### src/rtl/lsu_bus_if.sv
// Data-memory port between the load/store unit (master) and memory (slave).
// A request transfers on a rising edge where req_valid && req_ready; once raised,
// req_valid and the request fields hold until that edge, except on a timeout abort.
// rsp_valid is a one-cycle pulse carrying rdata, at the earliest one cycle after accept.
interface lsu_bus_if;
    logic        req_valid;
    logic        req_ready;
    logic        we;
    logic [31:0] addr;
    logic [31:0] wdata;
    logic [3:0]  wstrb;
    logic        rsp_valid;
    logic [31:0] rdata;

    modport master (
        output req_valid, we, addr, wdata, wstrb,
        input  req_ready, rsp_valid, rdata
    );

    modport slave (
        input  req_valid, we, addr, wdata, wstrb,
        output req_ready, rsp_valid, rdata
    );
endinterface

### src/rtl/lsu_bus_ctrl.sv
// Load/store unit: turns one load/store per instruction into a single word-aligned
// bus transaction, stalling the core until the access completes or fails.
module lsu_bus_ctrl #(
    parameter int TIMEOUT_CYCLES = 64
) (
    input  logic             clk,
    input  logic             rst,
    input  logic             mem_read,
    input  logic             mem_write,
    input  logic [2:0]       func3,
    input  logic [31:0]      addr,
    input  logic [31:0]      Wr_mem_data,
    output logic [31:0]      Rd_mem_data,
    output logic             stall,
    output logic             err,
    output logic [1:0]       err_cause,
    output logic [1:0]       dbg_state,
    lsu_bus_if.master        bus
);
    typedef enum logic [1:0] {S_IDLE = 2'd0, S_REQ = 2'd1, S_WAIT = 2'd2, S_DONE = 2'd3} state_t;

    localparam logic [31:0] TO_LAST = 32'(TIMEOUT_CYCLES - 1);

    state_t      state;
    logic [2:0]  f3_q;
    logic [1:0]  off_q;
    logic        is_load_q;
    logic [31:0] to_cnt;

    logic        illegal;
    logic        misaligned;
    logic [31:0] st_wdata;
    logic [3:0]  st_wstrb;
    logic [7:0]  lane_b;
    logic [15:0] lane_h;
    logic [31:0] ld_data;
    logic        timeout_hit;

    // Illegal encodings take priority over misalignment when both apply.
    always_comb begin
        illegal    = 1'b0;
        misaligned = 1'b0;
        case (func3)
            3'b000: ;
            3'b001: misaligned = addr[0];
            3'b010: misaligned = (addr[1:0] != 2'b00);
            3'b100: illegal = mem_write;
            3'b101: begin
                illegal    = mem_write;
                misaligned = addr[0];
            end
            default: illegal = 1'b1;
        endcase
        if (mem_read && mem_write) illegal = 1'b1;
    end

    always_comb begin
        st_wdata = Wr_mem_data;
        st_wstrb = 4'b1111;
        case (func3[1:0])
            2'b00: begin
                st_wdata = {4{Wr_mem_data[7:0]}};
                st_wstrb = 4'b0001 << addr[1:0];
            end
            2'b01: begin
                st_wdata = {2{Wr_mem_data[15:0]}};
                st_wstrb = 4'b0011 << {addr[1], 1'b0};
            end
            default: ;
        endcase
        if (!mem_write) st_wstrb = 4'b0000;
    end

    always_comb begin
        lane_b = bus.rdata[{off_q, 3'b000} +: 8];
        lane_h = off_q[1] ? bus.rdata[31:16] : bus.rdata[15:0];
        case (f3_q)
            3'b000:  ld_data = {{24{lane_b[7]}}, lane_b};
            3'b100:  ld_data = {24'h0, lane_b};
            3'b001:  ld_data = {{16{lane_h[15]}}, lane_h};
            3'b101:  ld_data = {16'h0, lane_h};
            default: ld_data = bus.rdata;
        endcase
    end

    assign timeout_hit = (TIMEOUT_CYCLES != 0) && (to_cnt >= TO_LAST);
    assign stall       = ((state == S_IDLE) && (mem_read || mem_write)) ||
                         (state == S_REQ) || (state == S_WAIT);
    assign dbg_state   = state;

    always_ff @(posedge clk) begin
        if (rst) begin
            state         <= S_IDLE;
            f3_q          <= 3'b000;
            off_q         <= 2'b00;
            is_load_q     <= 1'b0;
            to_cnt        <= 32'h0;
            Rd_mem_data   <= 32'h0;
            err           <= 1'b0;
            err_cause     <= 2'b00;
            bus.req_valid <= 1'b0;
            bus.we        <= 1'b0;
            bus.addr      <= 32'h0;
            bus.wdata     <= 32'h0;
            bus.wstrb     <= 4'b0000;
        end else begin
            case (state)
                S_IDLE: begin
                    if (mem_read || mem_write) begin
                        f3_q      <= func3;
                        off_q     <= addr[1:0];
                        is_load_q <= mem_read;
                        if (illegal || misaligned) begin
                            state       <= S_DONE;
                            err         <= 1'b1;
                            err_cause   <= illegal ? 2'b11 : 2'b01;
                            Rd_mem_data <= 32'h0;
                        end else begin
                            state         <= S_REQ;
                            to_cnt        <= 32'h0;
                            bus.req_valid <= 1'b1;
                            bus.we        <= mem_write;
                            bus.addr      <= {addr[31:2], 2'b00};
                            bus.wdata     <= st_wdata;
                            bus.wstrb     <= st_wstrb;
                        end
                    end
                end
                S_REQ: begin
                    if (bus.req_ready) begin
                        bus.req_valid <= 1'b0;
                        to_cnt        <= to_cnt + 32'd1;
                        if (is_load_q) begin
                            state <= S_WAIT;
                        end else begin
                            state       <= S_DONE;
                            err         <= 1'b0;
                            err_cause   <= 2'b00;
                            Rd_mem_data <= 32'h0;
                        end
                    end else if (timeout_hit) begin
                        // Abort is the one case where valid drops without an accept.
                        bus.req_valid <= 1'b0;
                        state         <= S_DONE;
                        err           <= 1'b1;
                        err_cause     <= 2'b10;
                        Rd_mem_data   <= 32'h0;
                    end else begin
                        to_cnt <= to_cnt + 32'd1;
                    end
                end
                S_WAIT: begin
                    if (bus.rsp_valid) begin
                        state       <= S_DONE;
                        err         <= 1'b0;
                        err_cause   <= 2'b00;
                        Rd_mem_data <= ld_data;
                    end else if (timeout_hit) begin
                        state       <= S_DONE;
                        err         <= 1'b1;
                        err_cause   <= 2'b10;
                        Rd_mem_data <= 32'h0;
                    end else begin
                        to_cnt <= to_cnt + 32'd1;
                    end
                end
                default: state <= S_IDLE;
            endcase
        end
    end
endmodule

### src/flat_wrapper.sv
// flat-port wrapper written by rule: the top's interface ports become plain ports
module lsu_bus_ctrl_flat 
#(
    parameter int TIMEOUT_CYCLES = 64
)
  (clk, rst, mem_read, mem_write, func3, addr, Wr_mem_data, Rd_mem_data, stall, err, err_cause, dbg_state, bus_req_valid, bus_we, bus_addr, bus_wdata, bus_wstrb, bus_req_ready, bus_rsp_valid, bus_rdata);
  lsu_bus_if bus_i ();
  input  logic clk;
  input  logic rst;
  input  logic mem_read;
  input  logic mem_write;
  input  logic [2:0] func3;
  input  logic [31:0] addr;
  input  logic [31:0] Wr_mem_data;
  output logic [31:0] Rd_mem_data;
  output logic stall;
  output logic err;
  output logic [1:0] err_cause;
  output logic [1:0] dbg_state;
  output wire logic [$bits(bus_i.req_valid)-1:0] bus_req_valid;
  output wire logic [$bits(bus_i.we)-1:0] bus_we;
  output wire logic [$bits(bus_i.addr)-1:0] bus_addr;
  output wire logic [$bits(bus_i.wdata)-1:0] bus_wdata;
  output wire logic [$bits(bus_i.wstrb)-1:0] bus_wstrb;
  input wire logic [$bits(bus_i.req_ready)-1:0] bus_req_ready;
  input wire logic [$bits(bus_i.rsp_valid)-1:0] bus_rsp_valid;
  input wire logic [$bits(bus_i.rdata)-1:0] bus_rdata;
  assign bus_req_valid = bus_i.req_valid;
  assign bus_we = bus_i.we;
  assign bus_addr = bus_i.addr;
  assign bus_wdata = bus_i.wdata;
  assign bus_wstrb = bus_i.wstrb;
  assign bus_i.req_ready = bus_req_ready;
  assign bus_i.rsp_valid = bus_rsp_valid;
  assign bus_i.rdata = bus_rdata;
  lsu_bus_ctrl #(.TIMEOUT_CYCLES(TIMEOUT_CYCLES)) u_core (.clk(clk), .rst(rst), .mem_read(mem_read), .mem_write(mem_write), .func3(func3), .addr(addr), .Wr_mem_data(Wr_mem_data), .Rd_mem_data(Rd_mem_data), .stall(stall), .err(err), .err_cause(err_cause), .dbg_state(dbg_state), .bus(bus_i));
endmodule
### config.mk
export PLATFORM = sky130hd
export DESIGN_NAME = lsu_bus_ctrl_flat
export DESIGN_NICKNAME = d
export VERILOG_FILES = /design/src/rtl/lsu_bus_if.sv /design/src/rtl/lsu_bus_ctrl.sv /design/src/flat_wrapper.sv
export SDC_FILE = /design/constraint.sdc
export NUM_CORES = 1
export LEC_CHECK = 0
export ABC_AREA = 1
export CAP_MARGIN = 20
export CORE_ASPECT_RATIO = 0.9
export CORE_UTILIZATION = 49
export DETAILED_ROUTE_END_ITERATION = 8
export GPL_ROUTABILITY_DRIVEN = 0
export PLACE_DENSITY = 0.9
export SETUP_SLACK_MARGIN = 0.3
export SLEW_MARGIN = 20
export SYNTH_ARGS = -nofsm -noshare
export SYNTH_HDL_FRONTEND = slang
export SYNTH_SLANG_ARGS = --single-unit
### constraint.sdc
create_clock -name clk -period 2.38 [get_ports clk]
set_input_delay 0.476 -clock clk [delete_from_list [all_inputs] [get_ports clk]]
set_output_delay 0.476 -clock clk [all_outputs]
set_load 0.01 [all_outputs]
# Word-level counts from Yosys, hierarchy flattened
# Index checks and enable logic that the tools add are counted.
dict set report totals {
  reg_bits 143
  input_bits 105
  out_inout_bits 108
}
dict set report op_classes {
  add_sub_neg 1
  order_cmp 1
  eq_ne 16
  n_shift 3
  muxes 48
  bitwise_logic 1
  n_reduce_logical 21
}
# cell count
set ops {}
lappend ops {{$mux 32} 11}
lappend ops {{$pmux 32 s3} 2}
lappend ops {{$pmux 32 s4} 1}
lappend ops {{$pmux 32 s2} 1}
lappend ops {{$add 32x1->32 const B} 1}
lappend ops {{$ge 32x6->1 const B} 1}
lappend ops {{$shiftx 32x6->8} 1}
lappend ops {{$mux 2} 12}
lappend ops {{$mux 16} 1}
lappend ops {{$eq 3x3->1 const B} 4}
lappend ops {{$mux 1} 12}
lappend ops {{$pmux 2 s3} 2}
lappend ops {{$reduce_and 4->1} 3}
lappend ops {{$ne 2x2->1 const B} 4}
lappend ops {{$pmux 4 s2} 1}
lappend ops {{$eq 3x1->1 const B} 2}
lappend ops {{$logic_not 3->1} 2}
lappend ops {{$pmux 1 s2} 3}
lappend ops {{$eq 2x1->1 const B} 2}
lappend ops {{$logic_not 2->1} 2}
lappend ops {{$logic_or 1x1->1} 4}
lappend ops {{$mux 4} 1}
lappend ops {{$reduce_bool 2->1} 2}
lappend ops {{$reduce_or 2->1} 2}
lappend ops {{13 further kinds} 14}

# Longest topological paths before layout
dict set report depth {
  ltp_word 8
  mapped_depth 14
  ltp_nobuf 12
}

# Worst setup path after synthesis
# Ideal clock, no wire load.
dict set report synth_timing {
  path_kind {reg-to-reg}
  from {register u_core.state[0], in the netlist u_core.dbg_state[0]}
  to {register u_core.to_cnt[18]}
  arrival_time_ns 1.868
  required_time_ns 2.310
  path_slack_ns 0.442
  stages_incl_launch_ff 13
  n_path_buf 1
  synth_period_minus_slack_ns 1.938
  path_cell_list {dfxtp_1 inv_1 ha_1 nand2_2 inv_1 nor2_2 nand3_4 nor2_4 buf_4 nand2_1 nand2_1 nand2_1 a21oi_1}
}
dict set report synth_via {
  elab_chain_len 3
}
# element line
set synth_lines {}
lappend synth_lines {{start: declaration} lsu_bus_ctrl.sv:24} ;# state_t state;
lappend synth_lines {{start signal: assignment} lsu_bus_ctrl.sv:93} ;# state <= S_IDLE;
lappend synth_lines {{start signal: assignment} lsu_bus_ctrl.sv:114} ;# state <= S_DONE;
lappend synth_lines {{start signal: assignment} lsu_bus_ctrl.sv:119} ;# state <= S_REQ;
lappend synth_lines {{$eq 2x2->1, or another cell as far along} lsu_bus_ctrl.sv:107} ;# case (state)
lappend synth_lines {{$ne 2x2->1 (no line) or $reduce_bool 3->1 (tied branches)} -}
lappend synth_lines {{$reduce_and 4->1 (no line)} -}
lappend synth_lines {{end signal: assignment} lsu_bus_ctrl.sv:132} ;# to_cnt <= to_cnt + 32'd1;
lappend synth_lines {{end signal: assignment} lsu_bus_ctrl.sv:149} ;# to_cnt <= to_cnt + 32'd1;
lappend synth_lines {{end signal: assignment} lsu_bus_ctrl.sv:164} ;# to_cnt <= to_cnt + 32'd1;
lappend synth_lines {{end: declaration} lsu_bus_ctrl.sv:28} ;# logic [31:0] to_cnt;
# Several ways; a longest one is shown, not always the timed one.
# A chain may end at the register's enable or synchronous reset.

# Final worst setup path
dict set report layout_timing {
  from {register u_core.state[0], in the netlist u_core.dbg_state[0]}
  to {output stall}
}
dict set report layout_via {
  elab_chain_len 4
}
# element line
set layout_lines {}
lappend layout_lines {{$logic_not 2->1} lsu_bus_ctrl.sv:87} ;# assign stall = ((state == S_IDLE) && (mem_read || mem_write)) ||
lappend layout_lines {{$logic_and 1x1->1} lsu_bus_ctrl.sv:87}
lappend layout_lines {{$logic_or 1x1->1} lsu_bus_ctrl.sv:87}
lappend layout_lines {{$logic_or 1x1->1 (*)} lsu_bus_ctrl.sv:88} ;# (state == S_REQ) || (state == S_WAIT);
lappend layout_lines {{end: declaration} flat_wrapper.sv:16} ;# output logic stall;
# Every way passes the cells marked *; elsewhere a longest branch is shown, timed or not.

==> metrics.md <==
| Metric | Value |
|---|---|
| Final ANT Viol Nets | `0` |
| H-tree depth | `4` |
| CP Depth | `5` |
| Initial core utilization | `50.9%` |
| DIE HEIGHT | `120 µm` |
| Layout cell share with drive strength beyond 1 | `just over 10%` |
| Global-route wire length before repair | `40900 µm` |
| Final Hold Vio Count | `0` |
| CTS sink cnt | `143` |
| DRT Pass-1 Iters | `8` |
| Peak supply drop | `0.000798 V` |
| DRT iter0 DRCs | `1029` |
| FP Rows | `42` |
| Delay-heaviest family, CP | `flip-flops` |
| Req. time, crit path | `1.90 ns` |
| Headroom to the max-slew limit | `between 60 and 70%` |
| Share of Yosys cell area claimed by the top area cell type | `37.5%` |
| Register area share after synthesis | `a little under two fifths` |
| Crit-path cells | `buf_4 > ha_1 > nor2_2 > o21ai_1 > buf_2` |
| Final min period | `2.01 ns` |
| Clk_lat worst skew | `0.44 ns` |
| Final nets | `1499` |
| GRT Overall Usage | `31.9%` |
| Largest net degree at the start of global routing | `87` |
| Global route overflow | `0` |
| Vias per Instance | `about 5.6` |
| R2R cell count | `8` |
| Final hold slack | `0.463 ns` |
| Syn_area_per_cell | `between 6 and 7 µm²` |
| Die area | `about 16000 µm²` |
| Worst-margin pin slew | `~0.58 ns` |
| CP arrival | `1.53 ns` |
| Core area | `approximately 15000 µm²` |
| Number of CTS-inserted buffers | `17` |
| Area leader, netlist | `dfxtp_1` |
| Pwr Density | `approximately 940 nW/µm²` |
| Clock slew at reported path FFs | `0.06 ns` |
| Final wirelength | `25700 µm` |
| HPWL after DPL | `18200 µm` |
| Drc violations | `0` |
| Period utilisation layout | `84.4%` |
| Final TNS setup | `0 ns` |
| Post-Synthesis Cells | `1160` |
| Outcome | `finished clean` |
| Port bufs | `210` |
| Pins Over Slew Limit | `0` |
| Endpoint class of the critical path | `output port` |
| Initial antenna violation count | `0` |
| Setup violators final | `0` |
| Top cells by area, synth | `dfxtp_1 38%, nand2_1 18%, a21oi_1 9.6%, o21ai_0 5.3%, nor2_1 4.7%` |
| CP max stage cell | `dfxtp_1` |
| DP Cell Count | `1563` |
| Unrepaired setup endpoints after global routing | `true` |
| Maximum root-to-sink buffer count | `2` |
| Final worst setup slack | `0.372 ns` |
| Worst path max stage delay | `0.32 ns` |
| Fill count | `1101` |
| Hold Crit Class | `flop to flop` |
| CTS Root Buffer Type | `clkbuf_16` |
| Placed Area | `roughly 10000 µm²` |
| Tot Pwr | `10.3 mW` |
| Setup Crit Path Kind | `flop to output port` |
| CP Max Fanout | `5` |
| Fin Clk Skew | `0.0109 ns` |
| Synthesis-to-layout area growth | `42.7%` |
| Ys Warns | `0` |
| Fin area | `10900 µm²` |
| Ant diodes | `0` |
| IO Pins | `around 210` |
| Crit path buf inv count | `2` |
| Number of global-route vias before repair | `8449` |
| Synthesized area | `roughly 7600 µm²` |
| Synth cell types | `44` |
| Hold depth | `2` |
| Fin cells | `1600` |
| Die X-Extent | `133 µm` |
| Seq cells post-synth | `143` |
| Leakage | `4.01 nW` |
| Startpoint types | `flop` |
| Pre-CTS setup slack | `-0.0416 ns` |
| Finished Core Util | `72.7%` |
| TritonCTS clock tree | `done` |
| Routed vias | `9031` |
| Fmax | `0.498 GHz` |
| Maxcap violations | `0` |
| DR WL/cell | `16.1 µm` |
[power breakdown]
group | switching, mW | total, mW | internal [mW]
Sequential | 0.233 | 2.91 | 2.67
Clock | 1.15 | 2.66 | 1.52
Combinational | 2.75 | 4.69 | 1.94
Total | 4.12 | 10.3 | 6.13
[synthesized netlist by cell type (all sizes together)]
cell type  count
o211ai        38
nor3          10
inv           92
nand4          8
o2111ai        2
a21boi         2
o21a           1
clkinv         2
o22ai          8
a41oi          1
nand3b         4
nand3         51
nand2        363
o31ai          2
a22oi          2
o221ai         5
buf           29
a31oi         13
or2            4
nor2         106
ha             5
and3           1
clkbuf        33
o311ai         1
nor4           2
dfxtp        143
xor2           1
conb           1
a21oi        148
o21ai         82
[final cells by class]
| class | count | area [µm²] | share of cell area (%) |
|---|---|---|---|
| Multi-Input combinational cell | 862 | 4170 | 38.4 |
| Sequential cell | 143 | 2870 | 26.4 |
| Timing Repair Buffer | 271 | 2650 | 24.4 |
| Clock buffer | 20 | 457 | 4.20 |
| Inverter | 94 | 363 | 3.33 |
| Tap cell | 198 | 248 | 2.28 |
| Clock inverter | 12 | 124 | 1.14 |
[cells in the final DEF (no fill, tap or decap), drive strengths merged, types with 2 or more instances in the layout]
master and count:
nand2 363, clkdlybuf4s50 208, a21oi 148, dfxtp 143, nor2 106, inv 97
o21ai 82, buf 63, nand3 51, o211ai 38, clkbuf 20, a31oi 13
nor3 10, o22ai 8, nand4 8, clkinvlp 5, o221ai 5, ha 5
or2 4, nand3b 4, clkinv 3, o2111ai 2, nor4 2, a22oi 2
o31ai 2, conb 2, a21boi 2
[flip-flops by register name, summed over array words and instances, names as in the netlist]
signal	count
u_core.Rd_mem_data	32
u_core.bus.wdata	32
u_core.to_cnt	32
u_core.bus.addr	30
u_core.bus.wstrb	4
u_core.f3_q	3
u_core.dbg_state	2
u_core.err_cause	2
u_core.off_q	2
u_core.bus.req_valid	1
u_core.bus.we	1
u_core.err	1
u_core.is_load_q	1
[worst paths after layout]
check	slack [ns]	start	end
worst max-delay path	0.37	u_core.dbg_state[0]	stall
worst min-delay path	0.46	u_core.bus.req_valid	u_core.bus.req_valid
worst max register to register	0.42	u_core.f3_q[0]	u_core.Rd_mem_data[6]
worst min register to register	0.46	u_core.bus.req_valid	u_core.bus.req_valid
[worst min-delay path, stage by stage (launching register included)]
cell,delay [ns]
dfxtp_1,0.31
nand2_1,0.06
a21oi_1,0.05
[kinds of logic (layout without fill, tap and decap cells)]
logic type / Yosys count / count (layout) / share of synthesized area (%)
adders and majority gates: 5 / 5 / 0.820
buffers and inverters: 156 / 397 / 8.93
xor gates and xnor gates: 1 / 1 / 0.115
DFF: 143 / 143 / 37.5
other: 1 / 2 / 0.0492
AOI/OAI and AO/OA: 305 / 305 / 22.4
and+or+nand+nor: 549 / 549 / 30.1
[timing repair]
action	in CTS	in global routing
hold endpoints to repair	0	0
pin swaps	1	5
buffers inserted	2	3
gates resized for setup	11	25
endpoints found under the setup margin	15	43
hold buffers	0	0
gates cloned	0	0
[layer usage]
| layer | global-route usage (%) | wire length (µm) | vias to the layer above |
|---|---|---|---|
| met4 | 15.6 | 967 | 0 |
| met3 | 9.48 | 2750 | 97 |
| met1 | 38.8 | 10000 | 4071 |
| met2 | 51.5 | 12000 | 549 |
| li1 | - | - | 4314 |
| met5 | 0 | 0 | - |
Power figures use the tool's default switching activity.
